**config.mk**
```make
export PLATFORM = sky130hd
export DESIGN_NAME = seg_frame_rx
export DESIGN_NICKNAME = d
export VERILOG_FILES = /design/src/rtl/seg_link_pkg.sv /design/src/rtl/seg7_to_bcd.sv /design/src/rtl/seg_frame_rx.sv
export SDC_FILE = /design/constraint.sdc
export NUM_CORES = 1
export LEC_CHECK = 0
export ABC_CLOCK_PERIOD_IN_PS = 5500
export BUFFER_PORTS_ARGS = -buffer_cell sky130_fd_sc_hd__buf_2
export CORE_MARGIN = 2
export CORE_UTILIZATION = 30
export CTS_BUF_LIST = sky130_fd_sc_hd__clkbuf_16
export DETAILED_ROUTE_END_ITERATION = 12
export PLACE_DENSITY = 0.52
export SLEW_MARGIN = 10
export SYNTH_ARGS = -nofsm -noshare
export SYNTH_HDL_FRONTEND = slang
export SYNTH_SLANG_ARGS = --single-unit
```
**constraint.sdc**
```tcl
create_clock -name clk -period 5.5 [get_ports clk]
set_input_delay 1.1 -clock clk [delete_from_list [all_inputs] [get_ports clk]]
set_output_delay 1.1 -clock clk [all_outputs]
set_load 0.05 [all_outputs]
```
**src/rtl/seg_link_pkg.sv**
```systemverilog
// Shared definitions for the serial 7-segment link: frame geometry, segment
// codes, slot tag layout and the receive FSM encoding.
package seg_link_pkg;

    localparam int NUM_DIGITS = 6;
    localparam int NUM_SEGS   = 7;
    localparam int PAT_W      = NUM_DIGITS * NUM_SEGS;
    localparam int BCD_W      = 4 * NUM_DIGITS;

    localparam logic [6:0] CODE_0 = 7'h3F;
    localparam logic [6:0] CODE_1 = 7'h06;
    localparam logic [6:0] CODE_2 = 7'h5B;
    localparam logic [6:0] CODE_3 = 7'h4F;
    localparam logic [6:0] CODE_4 = 7'h66;
    localparam logic [6:0] CODE_5 = 7'h6D;
    localparam logic [6:0] CODE_6 = 7'h7D;
    localparam logic [6:0] CODE_7 = 7'h07;
    localparam logic [6:0] CODE_8 = 7'h7F;
    localparam logic [6:0] CODE_9 = 7'h67;
    localparam logic [6:0] CODE_BLANK = 7'h00;

    localparam logic [3:0] BLANK_CODE   = 4'hA;
    localparam logic [3:0] INVALID_CODE = 4'hF;

    typedef enum logic {
        ST_HUNT,
        ST_ASSEMBLE
    } rx_state_e;

    typedef struct packed {
        logic [2:0] disp;
        logic [2:0] seg;
    } slot_tag_t;

    typedef struct packed {
        logic      ampm;
        logic      pol;
        slot_tag_t tag;
        logic      ser;
    } link_sample_t;

    localparam slot_tag_t FIRST_TAG = slot_tag_t'(6'h00);
    localparam slot_tag_t LAST_TAG  = slot_tag_t'({3'd5, 3'd6});
    localparam slot_tag_t IDLE_TAG  = slot_tag_t'(6'h3F);

    function automatic slot_tag_t next_tag(input slot_tag_t t);
        slot_tag_t n;
        n = t;
        if (t.seg == 3'(NUM_SEGS - 1)) begin
            n.seg  = 3'd0;
            n.disp = t.disp + 3'd1;
        end else begin
            n.seg = t.seg + 3'd1;
        end
        return n;
    endfunction

    function automatic logic [5:0] bit_index(input slot_tag_t t);
        return 6'(t.disp) * 6'd7 + 6'(t.seg);
    endfunction

endpackage

```
**src/rtl/seg7_to_bcd.sv**
```systemverilog
// Maps one active-high 7-segment pattern back to its digit value; blank
// patterns give BLANK_CODE and anything unrecognised gives INVALID_CODE.
module seg7_to_bcd
    import seg_link_pkg::*;
(
    input  logic [6:0] pattern_i,
    output logic [3:0] bcd_o
);

    always_comb begin
        bcd_o = INVALID_CODE;
        case (pattern_i)
            CODE_0:     bcd_o = 4'd0;
            CODE_1:     bcd_o = 4'd1;
            CODE_2:     bcd_o = 4'd2;
            CODE_3:     bcd_o = 4'd3;
            CODE_4:     bcd_o = 4'd4;
            CODE_5:     bcd_o = 4'd5;
            CODE_6:     bcd_o = 4'd6;
            CODE_7:     bcd_o = 4'd7;
            CODE_8:     bcd_o = 4'd8;
            CODE_9:     bcd_o = 4'd9;
            CODE_BLANK: bcd_o = BLANK_CODE;
            default:    bcd_o = INVALID_CODE;
        endcase
    end

endmodule

```
**src/rtl/seg_frame_rx.sv**
```systemverilog
// Receiver for the serial 7-segment link: synchronizes the link lines, samples
// each settled slot, reassembles 6-digit frames and publishes them atomically.
module seg_frame_rx
    import seg_link_pkg::*;
#(
    parameter int SYNC_STAGES = 2,
    parameter int SETTLE      = 4,
    parameter int TIMEOUT     = 20000
) (
    input  logic             clk,
    input  logic             rst,
    input  logic             ser_seg_i,
    input  logic [2:0]       seg_sel_i,
    input  logic [2:0]       disp_sel_i,
    input  logic             ampm_in_i,
    input  logic             pol_low_i,
    output logic [PAT_W-1:0] seg_pat_o,
    output logic [BCD_W-1:0] digit_bcd_o,
    output logic             ampm_out_o,
    output logic             frame_valid_o,
    output logic             sync_err_o,
    output logic             link_lost_o
);

    localparam int SETTLE_W = $clog2(SETTLE + 1);
    localparam int IDLE_W   = $clog2(TIMEOUT + 1);
    localparam link_sample_t SYNC_RESET = '{ampm: 1'b0, pol: 1'b0, tag: IDLE_TAG, ser: 1'b0};

    link_sample_t          sync_q [SYNC_STAGES];
    link_sample_t          link_raw;
    link_sample_t          link_s;
    slot_tag_t             track_q, track_d;
    slot_tag_t             last_tag_q, last_tag_d;
    logic [SETTLE_W-1:0]   settle_q, settle_d;
    logic [IDLE_W-1:0]     idle_q, idle_d;
    logic                  link_lost_q, link_lost_d;
    rx_state_e             state_q, state_d;
    slot_tag_t             expect_q, expect_d;
    logic [PAT_W-1:0]      work_q, work_d;
    logic [PAT_W-1:0]      seg_pat_q;
    logic                  ampm_q, frame_valid_q, sync_err_q;
    logic                  sample_event, sample_bit, timeout_hit, commit, bad_slot;

    assign link_raw = {ampm_in_i, pol_low_i, disp_sel_i, seg_sel_i, ser_seg_i};
    assign link_s   = sync_q[SYNC_STAGES-1];

    // Tag lines reset to the idle tag so leaving reset never looks like a slot.
    always_ff @(posedge clk or posedge rst) begin
        if (rst) begin
            for (int i = 0; i < SYNC_STAGES; i++) sync_q[i] <= SYNC_RESET;
        end else begin
            sync_q[0] <= link_raw;
            for (int i = 1; i < SYNC_STAGES; i++) sync_q[i] <= sync_q[i-1];
        end
    end

    // track_q follows the synced tag; a slot is sampled once it has held for
    // SETTLE cycles and still differs from the last sampled tag.
    always_comb begin
        track_d      = track_q;
        settle_d     = settle_q;
        last_tag_d   = last_tag_q;
        sample_event = 1'b0;
        if (link_s.tag != track_q) begin
            track_d  = link_s.tag;
            settle_d = SETTLE_W'(1);
        end else if (track_q != last_tag_q) begin
            if (settle_q >= SETTLE_W'(SETTLE - 1)) begin
                sample_event = 1'b1;
                last_tag_d   = track_q;
                settle_d     = '0;
            end else begin
                settle_d = settle_q + 1'b1;
            end
        end
    end

    assign sample_bit  = link_s.ser ^ link_s.pol;
    assign timeout_hit = !sample_event && (idle_q == IDLE_W'(TIMEOUT - 1));

    always_comb begin
        idle_d      = sample_event ? '0 :
                      (idle_q == IDLE_W'(TIMEOUT)) ? idle_q : idle_q + 1'b1;
        link_lost_d = sample_event ? 1'b0 : (timeout_hit ? 1'b1 : link_lost_q);
    end

    always_comb begin
        state_d  = state_q;
        expect_d = expect_q;
        work_d   = work_q;
        commit   = 1'b0;
        bad_slot = 1'b0;
        if (sample_event) begin
            case (state_q)
                ST_HUNT: begin
                    if (track_q == FIRST_TAG) begin
                        work_d    = '0;
                        work_d[0] = sample_bit;
                        expect_d  = next_tag(FIRST_TAG);
                        state_d   = ST_ASSEMBLE;
                    end
                end
                ST_ASSEMBLE: begin
                    if (track_q == expect_q) begin
                        work_d[bit_index(track_q)] = sample_bit;
                        if (track_q == LAST_TAG) begin
                            commit  = 1'b1;
                            state_d = ST_HUNT;
                        end else begin
                            expect_d = next_tag(expect_q);
                        end
                    end else begin
                        // A slot at (0,0) is a legitimate frame start, so resync on it.
                        bad_slot = 1'b1;
                        work_d   = '0;
                        if (track_q == FIRST_TAG) begin
                            work_d[0] = sample_bit;
                            expect_d  = next_tag(FIRST_TAG);
                        end else begin
                            state_d = ST_HUNT;
                        end
                    end
                end
                default: state_d = ST_HUNT;
            endcase
        end else if (timeout_hit) begin
            state_d = ST_HUNT;
            work_d  = '0;
        end
    end

    always_ff @(posedge clk or posedge rst) begin
        if (rst) begin
            track_q     <= IDLE_TAG;
            last_tag_q  <= IDLE_TAG;
            settle_q    <= '0;
            idle_q      <= '0;
            link_lost_q <= 1'b0;
            state_q     <= ST_HUNT;
            expect_q    <= FIRST_TAG;
            work_q      <= '0;
        end else begin
            track_q     <= track_d;
            last_tag_q  <= last_tag_d;
            settle_q    <= settle_d;
            idle_q      <= idle_d;
            link_lost_q <= link_lost_d;
            state_q     <= state_d;
            expect_q    <= expect_d;
            work_q      <= work_d;
        end
    end

    // Committed view only changes on a complete frame, all fields together.
    always_ff @(posedge clk or posedge rst) begin
        if (rst) begin
            seg_pat_q     <= '0;
            ampm_q        <= 1'b0;
            frame_valid_q <= 1'b0;
            sync_err_q    <= 1'b0;
        end else begin
            frame_valid_q <= commit;
            sync_err_q    <= bad_slot;
            if (commit) begin
                seg_pat_q <= work_d;
                ampm_q    <= link_s.ampm;
            end
        end
    end

    for (genvar d = 0; d < NUM_DIGITS; d++) begin : g_decode
        seg7_to_bcd u_decode (
            .pattern_i(seg_pat_q[NUM_SEGS*d +: NUM_SEGS]),
            .bcd_o    (digit_bcd_o[4*d +: 4])
        );
    end

    assign seg_pat_o     = seg_pat_q;
    assign ampm_out_o    = ampm_q;
    assign frame_valid_o = frame_valid_q;
    assign sync_err_o    = sync_err_q;
    assign link_lost_o   = link_lost_q;

endmodule
```
==> reports/metrics.sh <==
FINALSETUPTNS_NS=0
PWR-SHARE-SEQ=0.431
POST_SYNTH_INSTANCE_AREA_UM2=8790
HOLD_FAILS_FINAL_RPT=0
FIRST_GLOBAL_VIAS=7350
CRITICAL_PATH_BUF_INV_COUNT=0
HPWL_UM=16900
POST-ROUTE-MIN-PERIOD_NS=4.25
FLOORPLAN.ROWS=62
INITIAL_UTILIZATION=0.305
NETLIST-CELL-TYPE-COUNT=82
CLK_LATENCY_NS=0.43
P_PER_CELL_AREA_nW_PER_UM2=263
WORSTPATHARRIVAL_NS=4.61
SYNTHXORXNORAREAFRAC=0.0478
DRT_PRE_ANTENNA_ITERS=6
FIN_WORST_SKEW_NS=0.0113
GRT_ANTENNA_BEFORE_REPAIR=0
PATH_DEPTH=8
GRT_OVERFLOW=0
LEAKAGE_uW=0.00413
PATH_DELAY_FAMILY='adder cells'
TIMING.CRITICAL_PATH.FROM='track_q[5]'
SYNTHSIMPLEGATEAREAFRAC=0.231
OUTCOME='finished clean'
CRITICAL_PATH.MAX_STAGE_DELAY_NS=0.70
SYNTHDOMINANTAREACELLTYPE='sky130_fd_sc_hd__dfrtp_1'
YS_SEQ_AREA_FRAC=0.411
CP-END-KIND='flop'
FMAXACHIEVABLE_GHz=0.235
POWER_SWITCHING_uW=707
SYNTH.MOST_COMMON_CELL='sky130_fd_sc_hd__nand2_1'
CRITICAL_PATH_SOURCE_TYPE='flop'
FIRST_PASS_GRT_WIRE_LENGTH_UM=40700
SEQ_AREA_UM2=3610
TIMING.CRITICAL_PATH.REQUIRED_NS=5.86
DETAIL_ROUTE.VIAS_PER_CELL=5.39
GP_CONGESTION=0.852
REG2REG_FROM='track_q[5]'
SYNTHESIS.AREA_PER_INSTANCE_UM2=8.68
NETLIST_INSTANCES=1012
PEAKVDDDROP_mV=0.194
REMAINING_DRC_ERRORS=0
LAYOUT-DRIVE-GT1-SHARE=0.168
ANT_NETS=0
IO-PIN-COUNT=81
WORSTHOLDPATHTYPE='reg2reg'
VIA_COUNT=7742
MULTIINPUTGATEAREA_UM2=4730
LAYOUT.FILLER_CELLS=2974
MAXIMUM_CAPACITANCE_VIOLATIONS=0
FINALWIRELENGTH_UM=24700
DIODES=0
CTS.CLK_SLEW.WORST_PATHS_NS=0.06
YOSYS_WARNINGS=0
DRT_ITER0_DRC=508
CTS_HOLD_REPAIR.BUFFERS=0
TRITONCTS='done'
COMMONEST_CELLS_IN_THE_NETLIST='sky130_fd_sc_hd__nand2_1 (133), sky130_fd_sc_hd__dfrtp_1 (119), sky130_fd_sc_hd__nor2_1 (100)'
SWSHARE=0.268
DIE_X_UM=175
WORST_REG_TO_REG_SETUP_SLACK_NS=1.25
TIMING.FINAL.MAX_SLEW_VIOLATIONS=0
WORST_SETUP_PATH_ENDPOINT='work_q[37]'
CTS-BUFFERS-INSERTED=17
CELLS_RESIZED_BY_POST_CTS_REPAIR=0
SYNTH_TOP_FAMILY_BY_AREA='simple AND/OR/NAND/NOR gates'
AVGROUTEDWIREPERCELL_UM=17.2
TOTAL_INTERNAL_POWER_uW=1930
COMBPWRFRAC=0.114
TIMING.FINAL.SETUP_VIOLATIONS=0
TIGHTEST_SLEW_NS=1.25
POWER.SHARE.CLOCK=0.456
MULTIPLEXER_FRACTION_OF_THE_SYNTHESIZED_CELL_AREA=0.00755
MAX-SLEW-MARGIN-REL=0.165
YS.FLOP_TYPE='sky130_fd_sc_hd__dfrtp_1'
REG2REG_TO='work_q[37]'
CRIT_PATH_MAX_FANOUT=12
FP.DIEH_UM=175
CTS_ROOT_BUF='sky130_fd_sc_hd__clkbuf_16'
NUMPORTBUFFERS=80
DESIGN.DIE.AREA_UM2=30700
TIMING.SETUP.CRITICAL_PATH_CLASS='reg2reg'
PATH_COMMON_CELL='sky130_fd_sc_hd__fa_1'
CLOCK-SINKS=143
FINALINSTANCEAREA_UM2=10000
CLOCK_TREE.BUFFER_DEPTH=2
SYNTH.NET_COUNT=1044
GLOBAL_ROUTE.USAGE.TOTAL=0.164
RR_WORST_DEPTH=8
CPMAXSTAGEDELAYCELL='sky130_fd_sc_hd__nor4_2'
SYNTH_EDF_COUNT=0
SYNTH.AREA.TOP_CELLS='sky130_fd_sc_hd__dfrtp_1 (34%), sky130_fd_sc_hd__dfstp_2 (7.2%), sky130_fd_sc_hd__nand2_1 (5.7%), sky130_fd_sc_hd__nor2_1 (4.3%), sky130_fd_sc_hd__o21ai_0 (3.3%)'
POSTSYNTHREGISTERBITS=143
YOSYS.AREA_SHARE.ADDER=0.0333
CRIT_PATH_CELL_TRACE='fa_1, fa_1, fa_1, xor2_1, o32ai_1, o211ai_1, nor4_2, a22o_1'
NNETSFINAL=1071
UNREPAIRED_SETUP_ENDPOINTS_AFTER_GLOBAL_ROUTING='false'
SYNTH_TOP_AREA_SHARE=0.339
CTS_POST_SETUP_BUFFERS_INSERTED=0
CTS_HTREE_LEVELS=4
SYNTH_COMPOUND_AREA_FRAC=0.218
GRT_MAX_DEGREE=64
PLACEMENT.CELL_AREA_UM2=9400
AREA_DELTA_SYNTH_FINAL_PCT=14.0
CORE_REGION_AREA_UM2=28800
ASYNCSETRESETFLOPFRACSYNTH=1.00
FINAL_CRITICAL_PATH_SHARE_OF_THE_CLOCK_PERIOD=0.773
-- per-stage QoR --
step	worst slack (ns)	std cells	utilization	hold WS, ns	total power, uW
after floorplan	0.602	1012	-	0.331	1370
after global placement	1.39	1404	0.327	0.332	1450
after detailed placement	1.28	1404	0.327	0.335	1450
after CTS	1.25	1436	0.348	0.356	2660
after global routing	0.860	1436	0.348	0.359	2750
final	1.25	1436	0.348	0.355	2640
-- kinds of logic (layout without fill, tap and decap cells) --
logic type | count (synthesis) | count (layout)
AOI/OAI and AO/OA | 272 | 272
xor gates and xnor gates | 48 | 48
adders and majority gates | 21 | 21
buffers and inverters | 109 | 149
DFF | 143 | 143
muxes | 6 | 6
and+or+nand+nor | 413 | 413
-- power by group through the flow --
| stage | Sequential, uW | Clock [uW] | Combinational, uW |
|---|---|---|---|
| 2_1_floorplan | 1140 | 0 | 232 |
| 4_1_cts | 1130 | 1220 | 301 |
| 3_3_place_gp | 1150 | 0 | 299 |
| 5_1_grt | 1140 | 1270 | 337 |
| 3_5_place_dp | 1150 | 0 | 300 |
| 6_report | 1130 | 1200 | 300 |
-- metal layers --
metal | part of all wire | global-route usage | routed length, um | vias up
met2 | 0.46 | 0.253 | 11400 | 211
met4 | 0.019 | 0.0535 | 481 | 0
met5 | 0 | 0 | 0 | -
met3 | 0.049 | 0.0248 | 1210 | 33
li1 | - | - | - | 3744
met1 | 0.47 | 0.235 | 11600 | 3754
-- registers in the layout, indices dropped and copies added (netlist names), 3 cells and up --
name and flops:
expect_q 6, idle_q 15, last_tag_q 6, link_s 9, seg_pat_o 42, settle_q 3, sync_q 9, track_q 6
work_q 42
-- layout by cell type (no fill, tap or decap), drive strengths merged, types with 24 or more instances in the layout --
master / Yosys / routed
o211ai: 32 / 32
nand2: 134 / 134
a31oi: 33 / 33
a21oi: 28 / 28
buf: 28 / 90
nor2: 101 / 101
o221ai: 33 / 33
nand3: 41 / 41
inv: 27 / 31
nor3: 24 / 24
dfrtp: 119 / 119
dfstp: 24 / 24
xnor2: 26 / 26
o21ai: 66 / 66
-- how the worst min path moves through the flow --
stage	to	startpoint	depth (start not counted)	slack, ns
2_1_floorplan	link_s[0]	sync_q[9]	0	0.33
3_3_place_gp	link_s[0]	sync_q[9]	0	0.33
3_5_place_dp	link_s[7]	sync_q[16]	0	0.33
4_1_cts	link_s[5]	sync_q[14]	0	0.36
5_1_grt	link_s[5]	sync_q[14]	0	0.36
6_report	link_s[2]	sync_q[11]	0	0.36
-- worst reg2reg max path: stages (launching register included) --
cell,delay (ns)
sky130_fd_sc_hd__dfstp_2,0.66
sky130_fd_sc_hd__fa_1,0.48
sky130_fd_sc_hd__fa_1,0.53
sky130_fd_sc_hd__fa_1,0.61
sky130_fd_sc_hd__xor2_1,0.22
sky130_fd_sc_hd__o32ai_1,0.33
sky130_fd_sc_hd__o211ai_1,0.41
sky130_fd_sc_hd__nor4_2,0.71
sky130_fd_sc_hd__a22o_1,0.25
-- final cells by class --
cell class                 instances  share of cell area
multi-input combinational        760               0.472
sequential                       143               0.360
timing repair buffer              90              0.0475
tap                              384              0.0480
clock buffer                      20              0.0500
clock inverter                    12              0.0111
inverter                          27              0.0106
Power figures use the tool's default switching activity.
